==> config.mk <==
export PLATFORM = sky130hd
export DESIGN_NAME = dw_bsr_bidir_flat
export DESIGN_NICKNAME = d
export VERILOG_FILES = /design/src/rtl/dw_bsr_bidir_if.sv /design/src/rtl/dw_bsr_bidir.sv /design/src/flat_wrapper.sv
export SDC_FILE = /design/constraint.sdc
export NUM_CORES = 1
export LEC_CHECK = 0
export ABC_CLOCK_PERIOD_IN_PS = 1430
export BUFFER_PORTS_ARGS = -buffer_cell sky130_fd_sc_hd__buf_2
export CAP_MARGIN = 25
export CORE_UTILIZATION = 52
export CTS_BUF_LIST = sky130_fd_sc_hd__clkbuf_4
export DETAILED_ROUTE_END_ITERATION = 8
export GPL_TIMING_DRIVEN = 0
export PLACE_DENSITY = 0.87
export SYNTH_ARGS = -nofsm -noshare
export SYNTH_HDL_FRONTEND = slang
export SYNTH_SLANG_ARGS = --single-unit
==> constraint.sdc <==
create_clock -name clk -period 1.43 [get_ports clk]
set_input_delay 0.286 -clock clk [delete_from_list [all_inputs] [get_ports clk]]
set_output_delay 0.286 -clock clk [all_outputs]
set_load 0.005 [all_outputs]
==> src/rtl/dw_bsr_bidir_if.sv <==
// dw_bsr_bidir_if -- bus bundle for one bidirectional boundary scan segment.
//
// Groups the TAP strobes, the scan path and the core/pad data signals.
//   master : TAP controller / core / pad side (drives strobes and sources)
//   slave  : the boundary scan segment itself
//
// Signals:
//   capture_dr, shift_dr, update_dr  TAP decoded DR strobes
//   mode[1:0]                        00 NORMAL, 01 EXTEST, 10 INTEST, 11 SAFE
//   si / so                          serial scan in / out
//   pin_input[N-1:0]                 pad receive data
//   output_data[N-1:0]               core transmit data
//   core_oe[N-1:0]                   core output enable
//   ic_input[N-1:0]                  data to core input logic
//   data_out[N-1:0]                  data to pad
//   pad_oe[N-1:0]                    pad output enable
//   shift_err                        shift-length error flag
interface dw_bsr_bidir_if #(
    parameter int N = 8
);
    logic         capture_dr;
    logic         shift_dr;
    logic         update_dr;
    logic [1:0]   mode;
    logic         si;
    logic [N-1:0] pin_input;
    logic [N-1:0] output_data;
    logic [N-1:0] core_oe;
    logic [N-1:0] ic_input;
    logic [N-1:0] data_out;
    logic [N-1:0] pad_oe;
    logic         so;
    logic         shift_err;

    modport master (
        output capture_dr, shift_dr, update_dr, mode, si,
               pin_input, output_data, core_oe,
        input  ic_input, data_out, pad_oe, so, shift_err
    );

    modport slave (
        input  capture_dr, shift_dr, update_dr, mode, si,
               pin_input, output_data, core_oe,
        output ic_input, data_out, pad_oe, so, shift_err
    );
endinterface

==> src/rtl/dw_bsr_bidir.sv <==
// dw_bsr_bidir -- N-channel bidirectional boundary scan register segment.
//
// Each channel owns a control cell (drives pad output enable) and a data
// cell (observes the pin, drives pad data). Chain order from si:
//   ctrl[0], data[0], ctrl[1], data[1], ..., ctrl[N-1], data[N-1] -> so
// Chain bit 2*i is ctrl[i], bit 2*i+1 is data[i]; so is the registered
// capture cell of data[N-1].
//
// Ports:
//   clk   single scan/system clock, rising edge
//   rst   synchronous active-high reset
//   bus   dw_bsr_bidir_if.slave (strobes, mode, scan path, core/pad data)
//
// Parameters:
//   N          number of bidirectional channels (chain length 2*N)
//   SAFE_OE    pad_oe forced in SAFE mode
//   SAFE_DATA  data_out forced in SAFE mode
//
// Build option:
//   BSR_SHIFT_CHK_EN  when defined, counts shift_dr edges since the last
//                     capture_dr and blocks any update_dr whose shift count
//                     is not exactly 2*N, raising sticky shift_err. When
//                     undefined, every update_dr updates and shift_err is 0.
module dw_bsr_bidir #(
    parameter int           N         = 8,
    parameter logic [N-1:0] SAFE_OE   = '0,
    parameter logic [N-1:0] SAFE_DATA = '0
) (
    input  logic           clk,
    input  logic           rst,
    dw_bsr_bidir_if.slave  bus
);
    localparam int L = 2 * N;

    typedef enum logic [1:0] {
        M_NORMAL = 2'b00,
        M_EXTEST = 2'b01,
        M_INTEST = 2'b10,
        M_SAFE   = 2'b11
    } mode_e;

    mode_e        mode;
    logic [L-1:0] cap_src;
    logic [L-1:0] cap;
    logic [L-1:0] upd;
    logic         upd_ok;

    assign mode = mode_e'(bus.mode);

    // Parallel capture sources: ctrl cells always see core_oe; data cells
    // see the core's transmit data in INTEST, the pin otherwise.
    for (genvar i = 0; i < N; i++) begin : g_src
        assign cap_src[2*i]   = bus.core_oe[i];
        assign cap_src[2*i+1] = (mode == M_INTEST) ? bus.output_data[i]
                                                   : bus.pin_input[i];
    end

    // Capture stage: rst > capture_dr > shift_dr > hold.
    always_ff @(posedge clk) begin
        if (rst)
            cap <= '0;
        else if (bus.capture_dr)
            cap <= cap_src;
        else if (bus.shift_dr)
            cap <= {cap[L-2:0], bus.si};
    end

    // Update stage samples the pre-edge capture value, so a simultaneous
    // capture or shift does not leak into the update.
    always_ff @(posedge clk) begin
        if (rst)
            upd <= '0;
        else if (bus.update_dr && upd_ok)
            upd <= cap;
    end

    assign bus.so = cap[L-1];

`ifdef BSR_SHIFT_CHK_EN
    localparam int             CW       = $clog2(L + 1);
    localparam logic [CW-1:0]  CNT_FULL = CW'(L);
    localparam logic [CW-1:0]  CNT_SAT  = CW'(L + 1);

    logic [CW-1:0] shift_cnt;
    logic          err_q;

    // Saturating at L+1 keeps an over-shift distinguishable from an exact one.
    always_ff @(posedge clk) begin
        if (rst || bus.capture_dr)
            shift_cnt <= '0;
        else if (bus.shift_dr && shift_cnt != CNT_SAT)
            shift_cnt <= shift_cnt + CW'(1);
    end

    assign upd_ok = (shift_cnt == CNT_FULL);

    // A rejected update on the same edge as capture_dr still reports: the
    // failure belongs to the scan that just ended.
    always_ff @(posedge clk) begin
        if (rst)
            err_q <= 1'b0;
        else if (bus.update_dr && !upd_ok)
            err_q <= 1'b1;
        else if (bus.capture_dr)
            err_q <= 1'b0;
    end

    assign bus.shift_err = err_q;
`else
    assign upd_ok        = 1'b1;
    assign bus.shift_err = 1'b0;
`endif

    // Output steering; purely combinational so mode changes act at once.
    logic [N-1:0] pad_oe_w;
    logic [N-1:0] data_out_w;
    logic [N-1:0] ic_input_w;

    always_comb begin
        pad_oe_w   = bus.core_oe;
        data_out_w = bus.output_data;
        ic_input_w = bus.pin_input;
        for (int i = 0; i < N; i++) begin
            unique case (mode)
                M_NORMAL: ;
                M_EXTEST: begin
                    pad_oe_w[i]   = upd[2*i];
                    data_out_w[i] = upd[2*i+1];
                end
                M_INTEST: begin
                    pad_oe_w[i]   = 1'b0;
                    ic_input_w[i] = upd[2*i+1];
                end
                M_SAFE: begin
                    pad_oe_w[i]   = SAFE_OE[i];
                    data_out_w[i] = SAFE_DATA[i];
                end
                default: ;
            endcase
        end
    end

    assign bus.pad_oe   = pad_oe_w;
    assign bus.data_out = data_out_w;
    assign bus.ic_input = ic_input_w;

endmodule

==> src/flat_wrapper.sv <==
// flat-port wrapper written by rule: the top's interface ports become plain ports
module dw_bsr_bidir_flat 
#(
    parameter int           N         = 8,
    parameter logic [N-1:0] SAFE_OE   = '0,
    parameter logic [N-1:0] SAFE_DATA = '0
)
  (clk, rst, bus_capture_dr, bus_shift_dr, bus_update_dr, bus_mode, bus_si, bus_pin_input, bus_output_data, bus_core_oe, bus_ic_input, bus_data_out, bus_pad_oe, bus_so, bus_shift_err);
  dw_bsr_bidir_if #(.N(N)) bus_i ();
  input  logic clk;
  input  logic rst;
  input wire logic [$bits(bus_i.capture_dr)-1:0] bus_capture_dr;
  input wire logic [$bits(bus_i.shift_dr)-1:0] bus_shift_dr;
  input wire logic [$bits(bus_i.update_dr)-1:0] bus_update_dr;
  input wire logic [$bits(bus_i.mode)-1:0] bus_mode;
  input wire logic [$bits(bus_i.si)-1:0] bus_si;
  input wire logic [$bits(bus_i.pin_input)-1:0] bus_pin_input;
  input wire logic [$bits(bus_i.output_data)-1:0] bus_output_data;
  input wire logic [$bits(bus_i.core_oe)-1:0] bus_core_oe;
  output wire logic [$bits(bus_i.ic_input)-1:0] bus_ic_input;
  output wire logic [$bits(bus_i.data_out)-1:0] bus_data_out;
  output wire logic [$bits(bus_i.pad_oe)-1:0] bus_pad_oe;
  output wire logic [$bits(bus_i.so)-1:0] bus_so;
  output wire logic [$bits(bus_i.shift_err)-1:0] bus_shift_err;
  assign bus_i.capture_dr = bus_capture_dr;
  assign bus_i.shift_dr = bus_shift_dr;
  assign bus_i.update_dr = bus_update_dr;
  assign bus_i.mode = bus_mode;
  assign bus_i.si = bus_si;
  assign bus_i.pin_input = bus_pin_input;
  assign bus_i.output_data = bus_output_data;
  assign bus_i.core_oe = bus_core_oe;
  assign bus_ic_input = bus_i.ic_input;
  assign bus_data_out = bus_i.data_out;
  assign bus_pad_oe = bus_i.pad_oe;
  assign bus_so = bus_i.so;
  assign bus_shift_err = bus_i.shift_err;
  dw_bsr_bidir #(.N(N), .SAFE_OE(SAFE_OE), .SAFE_DATA(SAFE_DATA)) u_core (.clk(clk), .rst(rst), .bus(bus_i));
endmodule
# Word level (Yosys, flattened, before mapping)
# Cells that the tools add are included.
word_totals:
  regBits: 32
  input_bits: 32
  out_inout_bits: 26
  word_cells: 41
op_classes:
  n_eq_ne: 3
  mux: 34
  reduce_logical: 2
op_table:
  columns: ["cell", "count"]
  rows:
  - ["16-bit two-way mux", 2]
  - ["1-bit case mux with 2 select lines", 16]
  - ["1-bit two-way mux", 16]
  - ["2-bit equality test (second input constant)", 2]
  - ["2-bit by 1-bit equality test with 1-bit output (second input constant)", 1]
  - ["2-bit nonzero test", 1]
  - ["2-bit OR reduction", 1]

# Logic depth before layout (Yosys ltp)
# Gate-level depths: netlist of run 1.
depth:
  ltp_word: 3
  depth_mapped: 6
  depth_no_buf: 3

# Worst setup path before layout of run 1
# OpenSTA, ideal clock, no wires.
synth_timing:
  kind: "input port to output port"
  from: "input bus_mode[0]"
  to: "output bus_pad_oe[0]"
  t_arrival_ps: 939
  required_time_ps: 1144
  setup_slack_ps: 205
  stages: 4
  n_path_buf: 2
  cell_sequence: "buf_2 buf_2 mux2i_1 nor2_1"
synth_via:
  elab_chain_len: 3
  word_cells_on_any_way: 5
  classes_between: "eq/ne: 3; mux: 1; reduce/logical: 1"
synth_rtl:
  columns: ["element", "line_no", "source"]
  rows:
  - ["start, declared", "flat_wrapper.sv:15", "input wire logic [$bits(bus_i.mode)-1:0] bus_mode;"]
  - ["2-bit equality test", "dw_bsr_bidir.sv:124", "unique case (mode)"]
  - ["2-bit OR reduction (no source line)", null, null]
  - ["1-bit case mux with 2 select lines *", "dw_bsr_bidir.sv:124", null]
  - ["end, declared", "flat_wrapper.sv:22", "output wire logic [$bits(bus_i.pad_oe)-1:0] bus_pad_oe;"]
# Mark *: on every way between the ends. The rest lies on a longest branch, timed or not.

# Worst setup path after layout of run 1
layout_timing:
  from: "input bus_mode[0]"
  to: "output bus_ic_input[6]"
layout_via:
  elab_chain_len: 2
layout_rtl:
  columns: ["element", "line_no", "source"]
  rows:
  - ["2-bit equality test", "dw_bsr_bidir.sv:124", null]
  - ["1-bit two-way mux", "dw_bsr_bidir.sv:124", null]
  - ["end, declared", "flat_wrapper.sv:20", "output wire logic [$bits(bus_i.ic_input)-1:0] bus_ic_input;"]
# Every way passes these cells.

==> results of run 1 <==
-- state kept, by name, summed over array words and instances, names as in the netlist --
signal and count:
u_core.cap 16, u_core.upd 16
-- worst paths after layout --
check        slack (ns)      startpoint  cells past startpoint              end
min reg2reg        0.51  u_core.upd[12]                      2   u_core.upd[12]
min                0.14             rst                      2    u_core.cap[1]
max reg2reg        0.49  u_core.cap[11]                      3   u_core.cap[11]
max                0.05     bus_mode[0]                      6  bus_ic_input[6]
-- cell families after synthesis --
logic type / after synthesis / synth area share (%)
other cells: 1 / 0.2181
mux: 40 / 23.87
flops: 32 / 37.26
simple gates: 82 / 21.25
buf+inv: 26 / 7.496
compound gates: 24 / 9.899
-- report_power, final --
group          switching (mW)  internal [mW]  leakage (nW)  total [mW]
clock                   0.328          0.227        0.0338       0.554
combinational           0.196          0.182         0.765       0.378
sequential             0.0388          0.942         0.263       0.981
total                   0.562           1.35          1.06        1.91
-- cell type report --
cell class	instances	share of cell area (%)
Sequential cell	32	30.40
Inverter	8	1.425
Tap cell	44	2.613
Timing Repair Buffer	53	12.71
Buffer	17	4.751
Clock inverter	1	0.1781
Clock buffer	7	2.494
Multi-Input combinational cell	147	45.43
-- per-stage QoR --
stage | cells | instance area (um^2) | setup WS (ns) | power (mW)
after floorplan | 205 | 1719 | 0.2046 | 1.220
after global placement | 302 | 2039 | -0.06132 | 1.359
after detailed placement | 302 | 2039 | -0.09131 | 1.370
after CTS | 310 | 2103 | 0.005422 | 1.906
after global routing | 309 | 2107 | 0.004544 | 2.003
final | 309 | 2107 | 0.04623 | 1.913
-- layer usage --
| layer | wire length, um | up-vias | share of wire (%) | GRT usage (%) |
|---|---|---|---|---|
| met5 | 0 | - | 0 | 0 |
| met4 | 103 | 0 | 2.3 | 14.62 |
| met3 | 267 | 10 | 5.9 | 5.240 |
| met2 | 2175 | 73 | 48 | 48.64 |
| met1 | 1978 | 751 | 44 | 33.11 |
| li1 | - | 811 | - | - |
-- worst max-delay path: stages --
cell,delay [ns]
sky130_fd_sc_hd__clkbuf_4,0.18
sky130_fd_sc_hd__nand2b_1,0.16
sky130_fd_sc_hd__buf_4,0.17
sky130_fd_sc_hd__nand2_1,0.09
sky130_fd_sc_hd__nand2_1,0.07
sky130_fd_sc_hd__buf_2,0.13
-- layout by cell type (no fill, tap or decap) --
| cell type | n |
|---|---|
| sky130_fd_sc_hd__a211oi_1 | 8 |
| sky130_fd_sc_hd__a311oi_1 | 8 |
| sky130_fd_sc_hd__buf_1 | 1 |
| sky130_fd_sc_hd__buf_2 | 59 |
| sky130_fd_sc_hd__buf_4 | 2 |
| sky130_fd_sc_hd__buf_6 | 2 |
| sky130_fd_sc_hd__clkbuf_1 | 3 |
| sky130_fd_sc_hd__clkbuf_2 | 1 |
| sky130_fd_sc_hd__clkbuf_4 | 9 |
| sky130_fd_sc_hd__clkinv_1 | 1 |
| sky130_fd_sc_hd__conb_1 | 1 |
| sky130_fd_sc_hd__dfxtp_1 | 32 |
| sky130_fd_sc_hd__inv_1 | 8 |
| sky130_fd_sc_hd__mux2_2 | 8 |
| sky130_fd_sc_hd__mux2i_1 | 32 |
| sky130_fd_sc_hd__nand2_1 | 31 |
| sky130_fd_sc_hd__nand2_2 | 1 |
| sky130_fd_sc_hd__nand2b_1 | 1 |
| sky130_fd_sc_hd__nand3b_1 | 8 |
| sky130_fd_sc_hd__nor2_1 | 32 |
| sky130_fd_sc_hd__nor2b_1 | 8 |
| sky130_fd_sc_hd__nor2b_4 | 1 |
| sky130_fd_sc_hd__o21ai_0 | 8 |
==> impl_summary.md, run 1 <==
Power
The power density normalized to cell area is 908.0 mW/mm^2. In this run the static leakage power is 1.062 nW. The peak supply drop is 0.5845 mV.

GRT
The overall track demand over capacity in global routing is 28.19%. The global-route wire length before repair is 7051 um. The number of antenna violations at the first check in global routing is 0. The overall overflow remaining after global route is 0.

Entering global routing, the biggest net connects 11 pins. The number of global-route vias before repair came to 1581.

Synth
The synthesized flop and latch total is 32. Of the synthesized area, sequential elements account for 37.26%. The synthesized area per cell is 8.386 um^2. The most instantiated flip-flop cell in the synthesis netlist is sky130_fd_sc_hd__dfxtp_1. Summed over its instances, the top area cell type makes up 37.26% of the synthesized netlist area. The cell count after synthesis came out at 205. Yosys attributes the largest share of cell area to sky130_fd_sc_hd__dfxtp_1 (37%), sky130_fd_sc_hd__mux2i_1 (19%), sky130_fd_sc_hd__nand2_1 (7.0%).

The share of async-settable or async-resettable flops after synthesis is 0%. The number of different library cells in the post-synthesis netlist is 19. Yosys mapped a number of flops with a built-in enable equal to 0. The cell area that synthesis handed to floorplanning was 0.001719 mm^2. The total of warnings raised by yosys is 0. The synthesized design spends more area on one cell type than any other, namely sky130_fd_sc_hd__dfxtp_1. Counting every net in the synthesized netlist gives 237. By count the netlist is led by sky130_fd_sc_hd__dfxtp_1 (32), sky130_fd_sc_hd__mux2i_1 (32), sky130_fd_sc_hd__nand2_1 (32), sky130_fd_sc_hd__nor2_1 (32), sky130_fd_sc_hd__buf_2 (10).

Route
The detailed-router iteration count before antenna repair is 4. The final routed DRC violation total is 0. The total number of vias is 1645.

The average via count per standard cell is 5.324. In this run the remaining antenna-violating nets after routing total 0. The per-cell routed wire length is 14.64 um. The violation count after the first detailed-route iteration is 94.

The detailed-route wire length is 4524 um.

STA
The post-route minimum period is 1.384 ns. The final max-slew violation count came to 0. Clock skew on the completed layout was measured at 0.01179 ns. Of the available clock period, the critical path in the final layout requires 96.77%. Setup repair after global routing left no endpoint under its margin. The total negative slack is 0 ns. The total count of hold-check failures in the final report came to 0. Hold timing on the final database bottoms out at a slack of 0.1365 ns. The top achievable clock speed is 0.7227 GHz. The worst pin sits at a relative slew slack of 63.54%. The number of setup violations in the final report is 0. At the pin with the least slew margin, the transition time is 0.5470 ns.

CTS
The tree is rooted in a sky130_fd_sc_hd__clkbuf_4. For this design, the sink count on the clock tree is 32. Buffers inserted to repair hold after CTS numbered 0. The CTS clock-pin slew for the worst setup and hold paths is 0.10 ns. The H-tree was split into 2 levels. The insertion delay to the later sink of the worst-skew pair is 0.35 ns. Once the clock tree was built, the setup fixing pass inserted 0 buffers.

The quantity of gates resized following cts is 3. TritonCTS built the clock tree. The deepest clock path buffer count is 2. Clock tree synthesis inserted a total of 5 buffers.

Finish
Cells with a size suffix above 1 make up 31.32% of the layout. Once layout is complete, the utilization of the core stands at 67.90%. Counting the fill cells in the layout gives 265. The final layout contains 296 nets.

The synthesis-to-layout area growth is 22.56%. The number of antenna diodes in the final layout is 0. In the final layout, the multi-input gates occupy 957.2 um^2. The area taken by flip-flops and latches is 640.6 um^2.

Min path
The class of the tightest hold or removal check is input pin to register.

Floorplan
The floorplan has 20 rows. The initial core utilization is 55.40%. The die covers 0.003540 mm^2. In this run the count of I/O pins placed on the die edge is 58. The floorplan step defined a core boundary enclosing 0.003103 mm^2. Measured along the x axis, the die boundary spans 59.50 um.

The floorplan step set the die height to 59.50 um.

Status
The run finished with clean final reports.

Setup path
The required time at the worst-slack endpoint is 1.14 ns. Along the worst path, the maximum fanout reaches 8. The worst setup path is launched from an input pin. STA puts the critical path data arrival time at 1.10 ns.

The category of the most critical setup path is input pin to output pin. The worst setup path is captured at an output pin.

Placed design
Once detailed placement completed, the half-perimeter wirelength came to 3214 um. In this run the tool buffered the top-level ports with 53 buffer cells. The final weighted congestion of routability-driven global placement is 0.8534.

Flow run
The number of maximum-capacitance constraint violations is 0.
No activity file was read; power rests on OpenSTA's default activity.
==> run 2, diff against run 1 <==
- RECOVER_POWER: not set -> 50
==> impl_summary.md, run 2 (synthesized netlist as in run 1, its figures left out) <==
Status
Run status: completed (unchanged).

Power
The internal power is 1.349 mW (was 1.351 mW). The combinational share of power is 19.7% (about the same). The power density normalized to cell area is 906.7 mW/mm^2 (was 908.0 mW/mm^2). The total power of the final layout is 1.906 mW (was 1.913 mW). The static leakage is 1.051 nW (was 1.062 nW). The sequential fraction of design power is 51.5% (was 51.3%). The peak supply drop was 0.5849 mV (was 0.5845 mV). The switching power is 0.5564 mW (was 0.5624 mW). The fraction of power spent switching nets is 29.20% (was 29.40%). The clock network power share is 28.8% (was 29.0%).

Finish
Biggest registers after layout: u_core.cap (16), u_core.upd (16) (unchanged). The count of filler cells inserted in the layout is 267 (was 265). Top library cells by usage in the layout, fill and taps aside: sky130_fd_sc_hd__buf_2 (53), sky130_fd_sc_hd__mux2i_1 (32), sky130_fd_sc_hd__nor2_1 (32), sky130_fd_sc_hd__dfxtp_1 (32), sky130_fd_sc_hd__nand2_1 (31) (was sky130_fd_sc_hd__buf_2 (59), sky130_fd_sc_hd__mux2i_1 (32), sky130_fd_sc_hd__nor2_1 (32), sky130_fd_sc_hd__dfxtp_1 (32), sky130_fd_sc_hd__nand2_1 (31)). The fraction of final layout cells sized beyond drive strength 1 is 29.81% (was 31.32%). The area occupied by multi-input gates came to 957.2 um^2 (unchanged). The antenna diode instance count is 0 (unchanged). The final non-filler cell area was 0.002102 mm^2 (was 0.002107 mm^2).

The post-layout net count is 296 (unchanged). The synthesis-to-layout area growth came to 22.27% (was 22.56%). The most frequent standard cell in the layout excluding fill and tap cells is sky130_fd_sc_hd__buf_2 (unchanged).

The area taken by flip-flops and latches was 640.6 um^2 (unchanged).

Placed design
The count of buffers from port buffering came to 53 (unchanged). The total cell area at the placement stage is 0.002039 mm^2 (unchanged). The pre-CTS setup slack came to -0.09131 ns (unchanged). The placed wire-length estimate after detailed placement was 3214 um (unchanged). The final weighted congestion of routability-driven global placement is 0.8534 (unchanged).

Floorplan
The placeable core region came to 0.003103 mm^2 (unchanged). The area enclosed by the die boundary was 0.003540 mm^2 (unchanged). The die extent in x was 59.50 um (unchanged).

The initial core utilization is 55.40% (unchanged). The number of top-level pins is 58 (unchanged). The floorplan row count came to 20 (unchanged).

The overall die height is 59.50 um (unchanged).

Setup path
The cell occurring most often along the worst timing path is sky130_fd_sc_hd__nand2_1 (unchanged). The type of element launching the critical path is an input pin (unchanged). The worst endpoint data arrival time was 1.09 ns (was 1.10 ns).

The library cell contributing the largest single delay on the critical path is sky130_fd_sc_hd__clkbuf_4 (unchanged). The critical path capture point type is an output pin (unchanged). Chain of cells forming the critical path: clkbuf_4 > nand2b_1 > buf_4 > nand2_1 > nand2_1 > buf_2 (unchanged).

The category of the most critical setup path was input pin to output pin (unchanged). The required time at the worst-slack endpoint is 1.14 ns (about the same). The largest stage delay on the critical path is 0.18 ns (about the same). The biggest fanout along the worst timing path is 8 (unchanged).

Route
The detailed-route wire length was 4519 um (was 4524 um). The detailed-router iteration count before antenna repair is 4 (unchanged). The per-cell routed wire length is 14.62 um (was 14.64 um). The final routed DRC violation total is 0 (unchanged). The average via count per standard cell is 5.307 (was 5.324).

The remaining antenna violation count after routing was 0 (unchanged). The total number of vias is 1640 (was 1645). The violation count after the first detailed-route iteration is 69 (was 94).

CTS
The CTS root buffer was sky130_fd_sc_hd__clkbuf_4 (unchanged). The insertion delay to the later sink of the worst-skew pair came to 0.35 ns (about the same). The number of sinks on the clock net was 32 (unchanged).

The CTS tree is done (unchanged). The number of buffers created by CTS is 5 (unchanged). The depth of the CTS H-tree was 2 (unchanged). The number of hold buffers added after cts was 0 (unchanged).

The CTS clock-pin slew for the worst setup and hold paths is 0.10 ns (about the same). The deepest clock path buffer count is 2 (unchanged).

STA
Setup repair after global routing missed its margin: false (unchanged). The actual slew at the worst max-slew pin is 0.7698 ns (was 0.5470 ns). The final worst-path cycle share is 96.46% (was 96.77%). The final max-slew violation count is 0 (unchanged). The number of setup violations in the final report is 0 (unchanged).

The top achievable clock speed is 0.7250 GHz (was 0.7227 GHz). The worst-case headroom to the max-slew limit came to 48.68% (was 63.54%). The total count of hold-check failures in the final report was 0 (unchanged). The post-route minimum period is 1.379 ns (was 1.384 ns). The slack of the critical path is 0.05069 ns (was 0.04623 ns). The worst hold slack is 0.1834 ns (was 0.1365 ns). The final setup skew was 0.01327 ns (was 0.01179 ns).

GRT
The number of antenna violations at the first check in global routing came to 0 (unchanged). The overall track demand over capacity in global routing is 28.19% (unchanged). The number of global-route vias before repair is 1581 (unchanged). The overall overflow remaining after global route is 0 (unchanged). The maximum number of pins on one net before global-route repair is 11 (unchanged). The global-route wire length before repair is 7051 um (unchanged).

Flow run
The number of maximum-capacitance constraint violations is 0 (unchanged).

Min path
The class of the tightest hold or removal check is input pin to register (unchanged).
==> run 2: layout make-up <==
| class | instances | area share, % |
|---|---|---|
| multi-input cells | 147 | 45.54 |
| flip-flops and latches | 32 | 30.48 |
| repair buffers | 53 | 12.62 |
| plain buffers | 17 | 4.643 |
| well taps | 44 | 2.619 |
| clock buffers | 7 | 2.500 |
| inverters | 8 | 1.429 |
| clock inverters | 1 | 0.1786 |
==> run 2: final timing paths <==
path             startpoint              end  slack [ns]  cells past startpoint
max             bus_mode[0]  bus_ic_input[7]        0.05                      6
min          bus_core_oe[5]   u_core.cap[10]        0.18                      3
max reg2reg  u_core.cap[11]   u_core.cap[11]        0.47                      3
min reg2reg   u_core.upd[0]    u_core.upd[0]        0.51                      2
==> run 2: critical path, delay by kind of cell <==
family	cells	cell delay [ns]
buffers and inverters	3	0.47
AND/OR/NAND/NOR	3	0.33
==> run 2: metrics by stage <==
stage	TNS [ns]	utilization, %	cells
after floorplan	0	-	205
after global placement	-0.2379	65.73	302
after detailed placement	-0.3938	65.73	302
after CTS	0	67.78	310
after global routing	0	67.74	309
final	0	67.74	309
==> run 2: power by group through the flow <==
stage	logic [mW]	clock network, mW	registers [mW]
after detailed placement	0.370	0	0.999
final	0.376	0.549	0.981
after global routing	0.415	0.601	0.986
after global placement	0.362	0	0.998
after CTS	0.374	0.553	0.979
after floorplan	0.234	0	0.987
==> run 2: timing repair <==
| item | in CTS | in global routing |
|---|---|---|
| pin swaps | 0 | 0 |
| resized for setup | 3 | 6 |
| setup endpoints to repair | 10 | 9 |
| gates cloned | 0 | 0 |
| buffers inserted | 0 | 0 |
==> run 2: routing by layer <==
metal | vias to the layer above | global-route usage (%) | wire length, um
met5 | - | 0 | 0
met4 | 0 | 14.62 | 103
met3 | 10 | 5.240 | 304
met2 | 68 | 48.64 | 2201
met1 | 752 | 33.11 | 1910
li1 | 810 | - | -
==> run 3, diff against run 2 <==
- CORE_ASPECT_RATIO: not set -> 1.25
- TNS_END_PERCENT: not set -> 20
==> impl_summary.md, run 3 (synthesized netlist as in run 1, its figures left out) <==
Power
The power density normalized to cell area came to 889.1 mW/mm^2 (was 906.7 mW/mm^2). The static leakage came to 1.046 nW (was 1.051 nW). The total power of the final layout came to 1.855 mW (was 1.906 mW). The clock network power share is 26.8% (was 28.8%). The internal power came to 1.322 mW (was 1.349 mW). The fraction of power spent switching nets was 28.72% (was 29.20%). The switching power is 0.5325 mW (was 0.5564 mW). The sequential fraction of design power is 53.0% (was 51.5%). The combinational share of power came to 20.2% (was 19.7%).

The peak supply drop came to 0.6479 mV (was 0.5849 mV).

Floorplan
The overall die height came to 66.29 um (was 59.50 um). The die extent in x came to 53.43 um (was 59.50 um). The number of top-level pins is 58 (unchanged).

The placeable core region is 0.003166 mm^2 (was 0.003103 mm^2). The floorplan row count is 23 (was 20). The area enclosed by the die boundary was 0.003542 mm^2 (was 0.003540 mm^2).

The initial core utilization is 54.31% (was 55.40%).

CTS
The number of sinks on the clock net is 32 (unchanged). The CTS root buffer is sky130_fd_sc_hd__clkbuf_4 (unchanged). The deepest clock path buffer count is 2 (unchanged). The depth of the CTS H-tree came to 2 (unchanged). The CTS clock-pin slew for the worst setup and hold paths was 0.09 ns (was 0.10 ns). The number of buffers created by CTS came to 5 (unchanged). The buffers inserted during post-CTS setup optimization is 0 (unchanged).

The CTS tree is done (unchanged). The insertion delay to the later sink of the worst-skew pair is 0.34 ns (was 0.35 ns).

Route
The detailed-router iteration count before antenna repair is 4 (unchanged). The final routed DRC violation total is 0 (unchanged). The detailed-route wire length is 4429 um (was 4519 um). The routed metal-1 wirelength is 1962 um (was 1910 um). The highest routed metal layer is met4 (unchanged). The total number of vias came to 1625 (was 1640). The remaining antenna violation count after routing is 0 (unchanged). The violation count after the first detailed-route iteration is 50 (was 69). The per-cell routed wire length came to 14.71 um (was 14.62 um). The average via count per standard cell was 5.399 (was 5.307).

The met3 wirelength from detailed routing is 183 um (was 304 um). The routed length on met2 was 2189 um (was 2201 um).

Finish
The antenna diode instance count is 0 (unchanged). The count of non-filler cells in the finished layout is 301 (was 309). Biggest registers after layout: u_core.cap (16), u_core.upd (16) (unchanged). The area taken by flip-flops and latches is 640.6 um^2 (unchanged). The share of the core filled with cells is 65.89% (was 67.74%).

The final non-filler cell area is 0.002086 mm^2 (was 0.002102 mm^2). The count of filler cells inserted in the layout is 288 (was 267). The most frequent standard cell in the layout excluding fill and tap cells is sky130_fd_sc_hd__buf_2 (unchanged). The post-layout net count came to 296 (unchanged). Top library cells by usage in the layout, fill and taps aside: sky130_fd_sc_hd__buf_2 (53), sky130_fd_sc_hd__mux2i_1 (32), sky130_fd_sc_hd__nor2_1 (32), sky130_fd_sc_hd__dfxtp_1 (32), sky130_fd_sc_hd__nand2_1 (31) (unchanged). The area occupied by multi-input gates came to 957.2 um^2 (unchanged). The synthesis-to-layout area growth was 21.32% (was 22.27%). The fraction of final layout cells sized beyond drive strength 1 is 29.55% (was 29.81%).

Placed design
The placed wire-length estimate after detailed placement is 3245 um (was 3214 um). The count of buffers from port buffering came to 53 (unchanged). The total cell area at the placement stage is 0.002031 mm^2 (was 0.002039 mm^2).

The final weighted congestion of routability-driven global placement was 0.8358 (was 0.8534). The number of instances in the placed design is 295 (was 302).

Setup path
The biggest fanout along the worst timing path came to 8 (unchanged). The required time at the worst-slack endpoint is 1.14 ns (about the same). The type of element launching the critical path is an input pin (unchanged). The worst endpoint data arrival time is 1.12 ns (was 1.09 ns). The category of the most critical setup path is input pin to output pin (unchanged). The critical path capture point type is an output pin (unchanged). The critical path launch point is bus_mode[0] (unchanged). The start of the worst register-to-register path is u_core.cap[9] (was u_core.cap[11]).

GRT
The number of global-route vias before repair is 1430 (was 1581). The overall overflow remaining after global route is 0 (unchanged). The maximum number of pins on one net before global-route repair is 11 (unchanged). The overall track demand over capacity in global routing is 26.84% (was 28.19%).

The number of antenna violations at the first check in global routing came to 0 (unchanged). The global-route wire length before repair was 6686 um (was 7051 um).

Flow run
The number of maximum-capacitance constraint violations is 0 (unchanged).

STA
The top achievable clock speed is 0.7129 GHz (was 0.7250 GHz). The total negative slack is 0 ns (unchanged). The actual slew at the worst max-slew pin is 0.8101 ns (was 0.7698 ns). The worst-case headroom to the max-slew limit was 46.00% (was 48.68%). The final worst-path cycle share came to 98.09% (was 96.46%). The final setup skew is 0.008220 ns (was 0.01327 ns).

The final max-slew violation count was 0 (unchanged). The total count of hold-check failures in the final report was 0 (unchanged). The number of setup violations in the final report is 0 (unchanged). The post-route minimum period is 1.403 ns (was 1.379 ns).

Status
Run status: completed (unchanged).

Min path
The class of the tightest hold or removal check was input pin to register (unchanged). The startpoint of the most critical hold path is bus_core_oe[1] (was bus_core_oe[5]).
-- run 3: cell count changes in the layout (fill, tap and decap cells not counted), sizes merged --
cell / delta
clkbuf: -1
-- run 3: critical path: stages --
cell	delay (ns)
sky130_fd_sc_hd__clkbuf_4	0.19
sky130_fd_sc_hd__nand2b_1	0.18
sky130_fd_sc_hd__buf_4	0.18
sky130_fd_sc_hd__nand2_1	0.10
sky130_fd_sc_hd__nand2_1	0.06
sky130_fd_sc_hd__buf_2	0.12
-- run 3: what timing repair did --
item,4_1_cts,5_1_grt
hold buffers,0,0
setup endpoints to repair,14,14
gates resized for setup,2,7
-- run 3: metal layers --
metal	up-vias	global-route usage, %
met5	-	0
met4	0	11.84
met3	10	6.207
met2	50	44.38
met1	756	32.12
li1	809	-
-- run 3: power groups by stage --
stage               registers (mW)  clock network, mW  logic [mW]
CTS                          0.980              0.503       0.374
finish                       0.982              0.497       0.375
floorplan                    0.987                  0       0.234
global route                 0.986              0.541       0.415
detailed placement            1.00                  0       0.371
global placement             0.998                  0       0.361
-- run 3: final timing paths --
check / depth (start not counted) / slack (ns) / end
max reg2reg: 3 / 0.43 / u_core.cap[9]
max: 6 / 0.03 / bus_ic_input[0]
min reg2reg: 2 / 0.51 / u_core.upd[6]
min: 3 / 0.20 / u_core.cap[2]
-- run 3: area by class of cell --
class                      count  share of cell area (%)
multi-input combinational    147                   45.89
sequential                    32                   30.71
timing repair buffer          53                   12.72
buffer                        17                   4.619
tap                           37                   2.220
clock buffer                   6                   2.160
inverter                       8                   1.440
clock inverter                 1                  0.2400
-- run 3: per-stage QoR --
step / worst slack, ns / hold slack [ns]
4_1_cts: -0.01316 / 0.1451
5_1_grt: -0.01184 / 0.1867
6_report: 0.02733 / 0.2018
3_3_place_gp: -0.05522 / 0.4750
3_5_place_dp: -0.08273 / 0.4887
2_1_floorplan: 0.2046 / 0.3581
